`config.mk`:
```
export PLATFORM = sky130hd
export DESIGN_NAME = bcd_chain_ctrl
export DESIGN_NICKNAME = d
export VERILOG_FILES = /design/src/rtl/bcd_chain_ctrl.sv
export SDC_FILE = /design/constraint.sdc
export NUM_CORES = 1
export LEC_CHECK = 0
export BUFFER_PORTS_ARGS = -buffer_cell sky130_fd_sc_hd__clkbuf_2
export CAP_MARGIN = 20
export CORE_UTILIZATION = 45
export DETAILED_ROUTE_END_ITERATION = 6
export PLACE_DENSITY = 0.66
export SYNTH_ARGS = -nofsm -noshare
export SYNTH_HDL_FRONTEND = slang
export SYNTH_SLANG_ARGS = --single-unit
export TNS_END_PERCENT = 30
```
`constraint.sdc`:
```
create_clock -name clk -period 5.3 [get_ports clk]
set_input_delay 0.53 -clock clk [delete_from_list [all_inputs] [get_ports clk]]
set_output_delay 0.53 -clock clk [all_outputs]
set_load 0.01 [all_outputs]
```
`src/rtl/bcd_chain_ctrl.sv`:
```
// Run/pause/idle sequencer, count-rate prescaler and ripple-carry enables
// for a chain of NDIG cascaded BCD digits.
module bcd_chain_ctrl #(
    parameter int NDIG     = 4,
    parameter int PRESCALE = 50000000,
    parameter int PW       = 26
) (
    input  logic              clk,
    input  logic              rst_n,
    input  logic              start,
    input  logic              stop,
    input  logic              clear,
    input  logic              load,
    input  logic [4*NDIG-1:0] load_val,
    output logic [4*NDIG-1:0] digits,
    output logic              running,
    output logic              tick,
    output logic              wrap
);

    typedef enum logic [1:0] {
        S_IDLE,
        S_RUN,
        S_PAUSE
    } state_t;

    localparam logic [PW-1:0] PRE_MAX = PW'(PRESCALE - 1);

    state_t            state_q, state_d;
    logic [PW-1:0]     pre_q, pre_d;
    logic [4*NDIG-1:0] digits_q, digits_d;
    logic              tick_q, tick_d;
    logic              wrap_q, wrap_d;

    logic              advance;
    logic              all_nine;
    logic [NDIG-1:0]   en;
    logic [4*NDIG-1:0] load_fix;

    always_comb begin
        load_fix = '0;
        all_nine = 1'b1;
        for (int i = 0; i < NDIG; i++) begin
            // Out-of-range preset nibbles become 0 so 10-15 never enter the chain.
            if (load_val[4*i +: 4] <= 4'd9) begin
                load_fix[4*i +: 4] = load_val[4*i +: 4];
            end
            if (digits_q[4*i +: 4] != 4'd9) begin
                all_nine = 1'b0;
            end
        end
    end

    always_comb begin
        state_d  = state_q;
        pre_d    = pre_q;
        digits_d = digits_q;
        advance  = 1'b0;
        if (clear) begin
            state_d  = S_IDLE;
            pre_d    = '0;
            digits_d = '0;
        end else begin
            unique case (state_q)
                S_IDLE: begin
                    pre_d = '0;
                    if (load) begin
                        digits_d = load_fix;
                    end else if (start) begin
                        state_d = S_RUN;
                    end
                end
                S_RUN: begin
                    if (stop) begin
                        state_d = S_PAUSE;
                    end else if (pre_q == PRE_MAX) begin
                        pre_d   = '0;
                        advance = 1'b1;
                    end else begin
                        pre_d = pre_q + PW'(1);
                    end
                end
                S_PAUSE: begin
                    if (load) begin
                        digits_d = load_fix;
                    end else if (start) begin
                        state_d = S_RUN;
                    end
                end
                default: state_d = S_IDLE;
            endcase
        end

        // Single-cycle carry chain: every digit updates on the same edge.
        en[0] = advance;
        for (int i = 1; i < NDIG; i++) begin
            en[i] = en[i-1] & (digits_q[4*(i-1) +: 4] == 4'd9);
        end
        for (int i = 0; i < NDIG; i++) begin
            if (en[i]) begin
                digits_d[4*i +: 4] = (digits_q[4*i +: 4] == 4'd9) ?
                                     4'd0 : digits_q[4*i +: 4] + 4'd1;
            end
        end

        tick_d = advance;
        wrap_d = advance & all_nine;
    end

    always_ff @(posedge clk) begin
        if (!rst_n) begin
            state_q  <= S_IDLE;
            pre_q    <= '0;
            digits_q <= '0;
            tick_q   <= 1'b0;
            wrap_q   <= 1'b0;
        end else begin
            state_q  <= state_d;
            pre_q    <= pre_d;
            digits_q <= digits_d;
            tick_q   <= tick_d;
            wrap_q   <= wrap_d;
        end
    end

    assign digits  = digits_q;
    assign running = (state_q == S_RUN);
    assign tick    = tick_q;
    assign wrap    = wrap_q;

endmodule

```
==> results_dict.tcl, run 1 <==
set metrics [dict create \
    relSlewSlack_pct 48.37 \
    viasPerCell 5.793 \
    synthCells 332 \
    synth_xor_area_share_pct 5.632 \
    worstHoldPathCells 1 \
    syn2layout_area_growth_pct 12.45 \
    postCtsHoldBufs 0 \
    dp_cells 433 \
    cts_num_sinks 46 \
    fin_crit_ns 2.661 \
    cp_max_fo 8 \
    synth_seq_cells 46 \
    synthFlopType "dfxtp_1" \
    wl_per_cell_um 14.08 \
    cts-resized-gates 0 \
    vdd_drop_max_mv 0.1611 \
    fin_total_pwr_mw 0.6143 \
    hpwl_um 4484 \
    arrival_ns 2.90 \
    async_flop_share_pct 0 \
    die-area_mm2 0.006186 \
    rr_worst_depth 6 \
    worstSetupPathType "flip-flop to flip-flop" \
    drt-total-wl_um 6195 \
    gp_congestion 0.8019 \
    track_usage_pct 21.44 \
    grt_remaining_overflow 0 \
    yosys_warnings 0 \
    htreeDepth 2 \
    start_util_pct 47.43 \
    routed-via-count 2549 \
    hold_violations 0 \
    tns_ns 0 \
    min_path_type "flip-flop to flip-flop" \
    worstMarginPinSlew_ns 0.7674 \
    grt_pass1_vias 2240 \
    fin_nets 391 \
    slew_violations 0 \
    min_period_over_period_pct 50.22 \
    die_w_um 78.65 \
    fin_hold_ws_ns 0.4828 \
    clk_latency_ns 0.30 \
    start_kind "flip-flop" \
    cts_tree "yes" \
    muxShareOfSynthArea_pct 2.792 \
    synth_fp_nets 355 \
    cts_buffer_depth 2 \
    finalClockSkew_ns 0.01046 \
    cts_buffers 5 \
    fp-row-count 27 \
    io-pin-count 41 \
    port_buffers 40 \
    grt_pass1_wl_um 10490 \
    synth_top_family_by_area "simple AND/OR/NAND/NOR gates" \
    remaining_drc_errors 0 \
    synth_compound_area_share_pct 18.08 \
    p_leak_nw 1.022 \
    setup_violations 0 \
    pwr_density_cell_mw_per_mm2 206.6 \
    die_y_um 78.65 \
    drv_cap 0 \
    core_area_mm2 0.005574 \
    synth_edf_count 0 \
    final_layout_size_suffix_gt1_share_pct 16.03 \
    antenna_found_initial 0 \
    yosys.area_share.adder_pct 0.4733 \
    rsz0062_at_grt "no" \
    clk_pin_slew_ns 0.08 \
    timing.fmax_mhz 375.7 \
    required_ns 5.54 \
    grt_start_max_net_pins 17 \
    syn_area_per_cell_um2 7.963 \
    ant_nets 0 \
    cp-end-kind "flip-flop" \
    post_cts_buffers 0 \
    netlist-cell-type-count 54 \
    status "finished, final reports clean" \
    root_buffer "clkbuf_8" \
    first_pass_iters 4 \
    diodes 0 \
    first_iter_violations 130 \
    synth_simple_gate_area_share_pct 34.22 \
    syn_area_mm2 0.002644 \
    seq_area_frac_synth_pct 34.83 \
    stdcell_count 440 \
]
[kinds of logic (layout without fill, tap and decap cells)]
logic type | count (synthesis) | count (layout)
fa+ha+maj | 1 | 1
flops | 46 | 46
buf+inv | 26 | 62
simple gates | 162 | 162
compound gates | 73 | 73
mux | 7 | 7
xor+xnor | 17 | 17
[path summary, 6_finish.rpt]
check / start / to / slack (ns)
max: pre_q[0]$_SDFFE_PP0P_ / digits[12]$_SDFFE_PN0P_ / 2.64
min: pre_q[25]$_SDFFE_PP0P_ / pre_q[25]$_SDFFE_PP0P_ / 0.48
max reg2reg: pre_q[0]$_SDFFE_PP0P_ / digits[12]$_SDFFE_PN0P_ / 2.64
min reg2reg: pre_q[25]$_SDFFE_PP0P_ / pre_q[25]$_SDFFE_PP0P_ / 0.48
[metal layers]
| layer | track usage [%] | wire length [um] |
|---|---|---|
| met3 | 3.488 | 280 |
| met2 | 34.26 | 2947 |
| met4 | 7.963 | 91 |
| met1 | 28.78 | 2875 |
| met5 | 0 | 0 |
[through the flow]
step | utilization, % | cell area [um^2] | setup WS (ns)
floorplan | - | 2644 | 2.793
detailed placement | 51.96 | 2897 | 2.470
global placement | 51.96 | 2897 | 2.538
finish | 53.33 | 2973 | 2.639
CTS | 53.33 | 2973 | 2.664
global route | 53.33 | 2973 | 2.376
[worst max-delay path: stages, from the launching register on]
cell and delay (ns):
dfxtp_1 0.40, ha_1 0.21, nand4_1 0.30, or4_4 0.55, nor4_2 0.61, mux2_2 0.40, a21boi_1 0.13
[synthesized netlist by cell type, types with 4 or more instances]
master | count | area share (%)
nand3_1 | 16 | 3.0
a31oi_1 | 8 | 1.9
and3_1 | 4 | 0.95
xor2_1 | 8 | 2.7
o21ai_0 | 18 | 3.4
nand3b_1 | 5 | 1.4
dfxtp_1 | 46 | 35
nor2b_1 | 6 | 1.4
nor4_1 | 7 | 1.7
nor3b_1 | 6 | 1.7
nand2b_1 | 5 | 1.2
and4_1 | 4 | 1.3
mux2i_1 | 4 | 1.5
and2_1 | 5 | 1.2
or3_1 | 5 | 1.2
clkbuf_1 | 13 | 1.8
nor2_1 | 34 | 4.8
nand4_1 | 15 | 3.5
a21oi_1 | 17 | 3.2
nand2_1 | 26 | 3.7
xnor2_1 | 9 | 3.0
nor3_1 | 10 | 1.9
inv_1 | 12 | 1.7
[state kept, by name, summed over array words and instances, names as in the netlist]
name and flops:
tick 1, pre_q 26, digits 16, wrap 1
state_q 2
[power by group]
group | switching, mW | internal [mW]
clock network | 0.114 | 0.0910
registers | 0.00719 | 0.349
logic | 0.0307 | 0.0221
[layout by cell type, fill, tap and decap left out, types with 4 or more instances in the layout]
master and n:
xnor2_1 9, nor4_1 7, o21ai_0 18, dfxtp_1 46, inv_1 12, nor2b_1 6, nand2_1 26, nand2b_1 5
nand3b_1 5, a21oi_1 17, xor2_1 8, nor3b_1 6, nand3_1 16, or3_1 5, and4_1 4, mux2i_1 4
nor3_1 10, clkbuf_8 5, and3_1 4, and2_1 5, nor2_1 34, clkbuf_2 40, a31oi_1 8, nand4_1 15
[area by class of cell]
| type | instances | area [um^2] |
|---|---|---|
| repair buffers | 43 | 222.7 |
| inverters | 12 | 45.04 |
| fillers | 565 | 2601 |
| clock buffers | 7 | 76.32 |
| well taps | 72 | 90.09 |
| multi-input cells | 260 | 1618 |
| flip-flops and latches | 46 | 920.9 |
Note: power is estimated with default switching activity, not from simulation.
==> inputs of run 2 (changes only) <==
--- a/config.mk
+++ b/config.mk
@@ -5,11 +5,12 @@
 export SDC_FILE = /design/constraint.sdc
 export NUM_CORES = 1
 export LEC_CHECK = 0
+export ABC_AREA = 1
 export BUFFER_PORTS_ARGS = -buffer_cell sky130_fd_sc_hd__clkbuf_2
 export CAP_MARGIN = 20
 export CORE_UTILIZATION = 45
 export DETAILED_ROUTE_END_ITERATION = 6
-export PLACE_DENSITY = 0.66
+export PLACE_DENSITY = 0.68
 export SYNTH_ARGS = -nofsm -noshare
 export SYNTH_HDL_FRONTEND = slang
 export SYNTH_SLANG_ARGS = --single-unit
==> constraint.sdc (replaced) <==
create_clock -name clk -period 2.2 [get_ports clk]
set_input_delay 0.22 -clock clk [delete_from_list [all_inputs] [get_ports clk]]
set_output_delay 0.22 -clock clk [all_outputs]
set_load 0.01 [all_outputs]
==> results_dict.tcl, run 2 <==
set metrics [dict create \
    start_kind "flip-flop" \
    synthFlopType "dfxtp_1" \
    top_usage_layer "met2" \
    required_ns 2.44 \
    diodes 0 \
    wl_per_cell_um 12.37 \
    viasPerCell 5.245 \
    dp_cells 560 \
    met3_usage_pct 4.270 \
    grt_pass1_wl_um 11810 \
    finalClockSkew_ns 0.002871 \
    regMostFlops "pre_q" \
    largest_register_ffs 26 \
    synth_edf_count 0 \
    layout_commonest_cell "nand2_1" \
    cts-resized-gates 0 \
    synth.largest_area_cell "dfxtp_1" \
    syn2layout_area_growth_pct 13.48 \
    ant_nets 0 \
    syn_area_per_cell_um2 6.340 \
    die-area_mm2 0.006590 \
    hold_violations 0 \
    syn_area_mm2 0.002821 \
    track_usage_pct 22.98 \
    final_layout_size_suffix_gt1_share_pct 14.23 \
    setup_violations 0 \
    cp-end-kind "flip-flop" \
    die_w_um 81.18 \
    grt_pass1_vias 2592 \
    met2_usage_pct 35.71 \
    async_flop_share_pct 0 \
    arrival_ns 2.03 \
    pre_cts_ws_ns 0.4152 \
    relSlewSlack_pct 69.36 \
    first_iter_violations 194 \
    max_stage_delay_ns 0.39 \
    synth.top_cells.by_area "dfxtp_1 (33%), nand2_1 (13%), nor2_1 (7.8%)" \
    timing.fmax_mhz 560.2 \
    cts_buffer_depth 2 \
    final_cell_mix "nand2_1 (101), nor2_1 (59), inv_1 (58)" \
    first_pass_iters 4 \
    rsz0062_at_grt "no" \
    remaining_drc_errors 0 \
    fin_ws_ns 0.4149 \
    start_util_pct 47.10 \
    p_leak_nw 1.321 \
    hpwl_um 5394 \
    synth_seq_cells 46 \
    worstMarginPinSlew_ns 0.4590 \
    grt_start_max_net_pins 16 \
    io-pin-count 41 \
    cts_tree "yes" \
    post_cts_buffers 0 \
    worstSetupPathType "flip-flop to flip-flop" \
    fin_crit_ns 1.785 \
    status "finished, final reports clean" \
    seq_area_frac_synth_pct 32.64 \
    fin_nets 515 \
    cts_buffers 5 \
    drt-total-wl_um 7015 \
    use_met1_pct 32.06 \
    cp_max_fo 7 \
    root_buffer "clkbuf_8" \
    synth_fp_nets 468 \
    fin_hold_ws_ns 0.1926 \
    stdcell_count 567 \
    fp-row-count 28 \
    slew_violations 0 \
    drv_cap 0 \
    netlist-cell-type-count 36 \
    netlist.area_leader.share_pct 32.64 \
    antenna_found_initial 0 \
    clk_latency_ns 0.30 \
    core_area_mm2 0.005991 \
    min_period_over_period_pct 81.14 \
    yosys_warnings 0 \
    tns_ns 0 \
    min_path_type "input pin to flip-flop" \
    clk_pin_slew_ns 0.08 \
    postCtsHoldBufs 0 \
    cpMaxStageDelayCell "dfxtp_1" \
    htreeDepth 2 \
    netlist_top_cells_count "nand2_1 (101), nor2_1 (59), inv_1 (58)" \
    cts_num_sinks 46 \
    fillers 607 \
    port_buffers 40 \
    synthCells 445 \
    path_cells "ha_1 -> nand3_1 -> inv_1 -> nand2_1 -> nor2_4 -> nand3_4 -> nor2_4 -> buf_4 -> nand3_1 -> nand2_1 -> nor2_1 -> nor2_1" \
    yosysMostFrequentCell "nand2_1" \
    die_y_um 81.18 \
    routed-via-count 2974 \
    gp_congestion 0.8776 \
    grt_remaining_overflow 0 \
    pwr_density_cell_mw_per_mm2 479.7 \
    vdd_drop_max_mv 0.2896 \
]
## run 2: cell count changes after synthesis, sizes merged, moves of 8 or more
cell    change
nand2      +78
inv        +48
nor2       +35
nand3      +21
o21ai      +20
a21oi      +12
clkbuf     -10
nand4       -8
## run 2: path summary, 6_finish.rpt
check	startpoint	to	slack (ns)	cells past startpoint
worst max-delay path	pre_q[0]$_SDFFE_PP0P_	digits[6]$_SDFFE_PN0P_	0.41	12
worst max register to register	pre_q[0]$_SDFFE_PP0P_	digits[6]$_SDFFE_PN0P_	0.41	12
worst min-delay path	rst_n	digits[10]$_SDFFE_PN0P_	0.19	3
worst min register to register	pre_q[1]$_SDFFE_PP0P_	pre_q[1]$_SDFFE_PP0P_	0.48	2
## run 2: logic make-up after synthesis
kind of cell             Yosys count  synth area share (%)
AO/OA/AOI/OAI                     81                 15.61
XOR/XNOR                          11                 3.415
adder cells (fa/ha/maj)            1                0.4434
buffers and inverters             66                 9.091
flip-flops                        46                 32.64
AND/OR/NAND/NOR                  240                 38.80
## run 2: layer usage
metal | routed length [um] | up-vias | share of wire (%)
met5 | 0 | - | 0
met1 | 3437 | 1347 | 49
met4 | 64 | 0 | 0.91
met2 | 3182 | 71 | 45
met3 | 330 | 6 | 4.7
li1 | - | 1550 | -
## run 2: worst max-delay path, delay by kind of cell (launching register included)
family / cells / cell delay, ns
adders and majority gates: 1 / 0.20
buffers and inverters: 2 / 0.29
DFF: 1 / 0.39
and+or+nand+nor: 9 / 0.87
## run 2: stage by stage
stage | total power, mW | cell area (um^2) | utilization (%)
2_1_floorplan | 0.9881 | 2821 | -
5_1_grt | 1.612 | 3202 | 53.45
4_1_cts | 1.550 | 3202 | 53.45
3_5_place_dp | 1.059 | 3126 | 52.17
3_3_place_gp | 1.056 | 3126 | 52.17
6_report | 1.536 | 3202 | 53.45
## run 2: final cells by class
cell class	instances	area [um^2]	share of cell area [%]
multi-input combinational	333	1644	51.35
sequential	46	920.9	28.76
timing repair buffer	45	237.7	7.425
inverter	61	229.0	7.151
tap	75	93.84	2.931
clock buffer	7	76.32	2.384
## run 2: report_power, final
group / switching, mW / internal, mW
clock: 0.277 / 0.219
combinational: 0.104 / 0.0657
sequential: 0.0206 / 0.849
total: 0.402 / 1.13
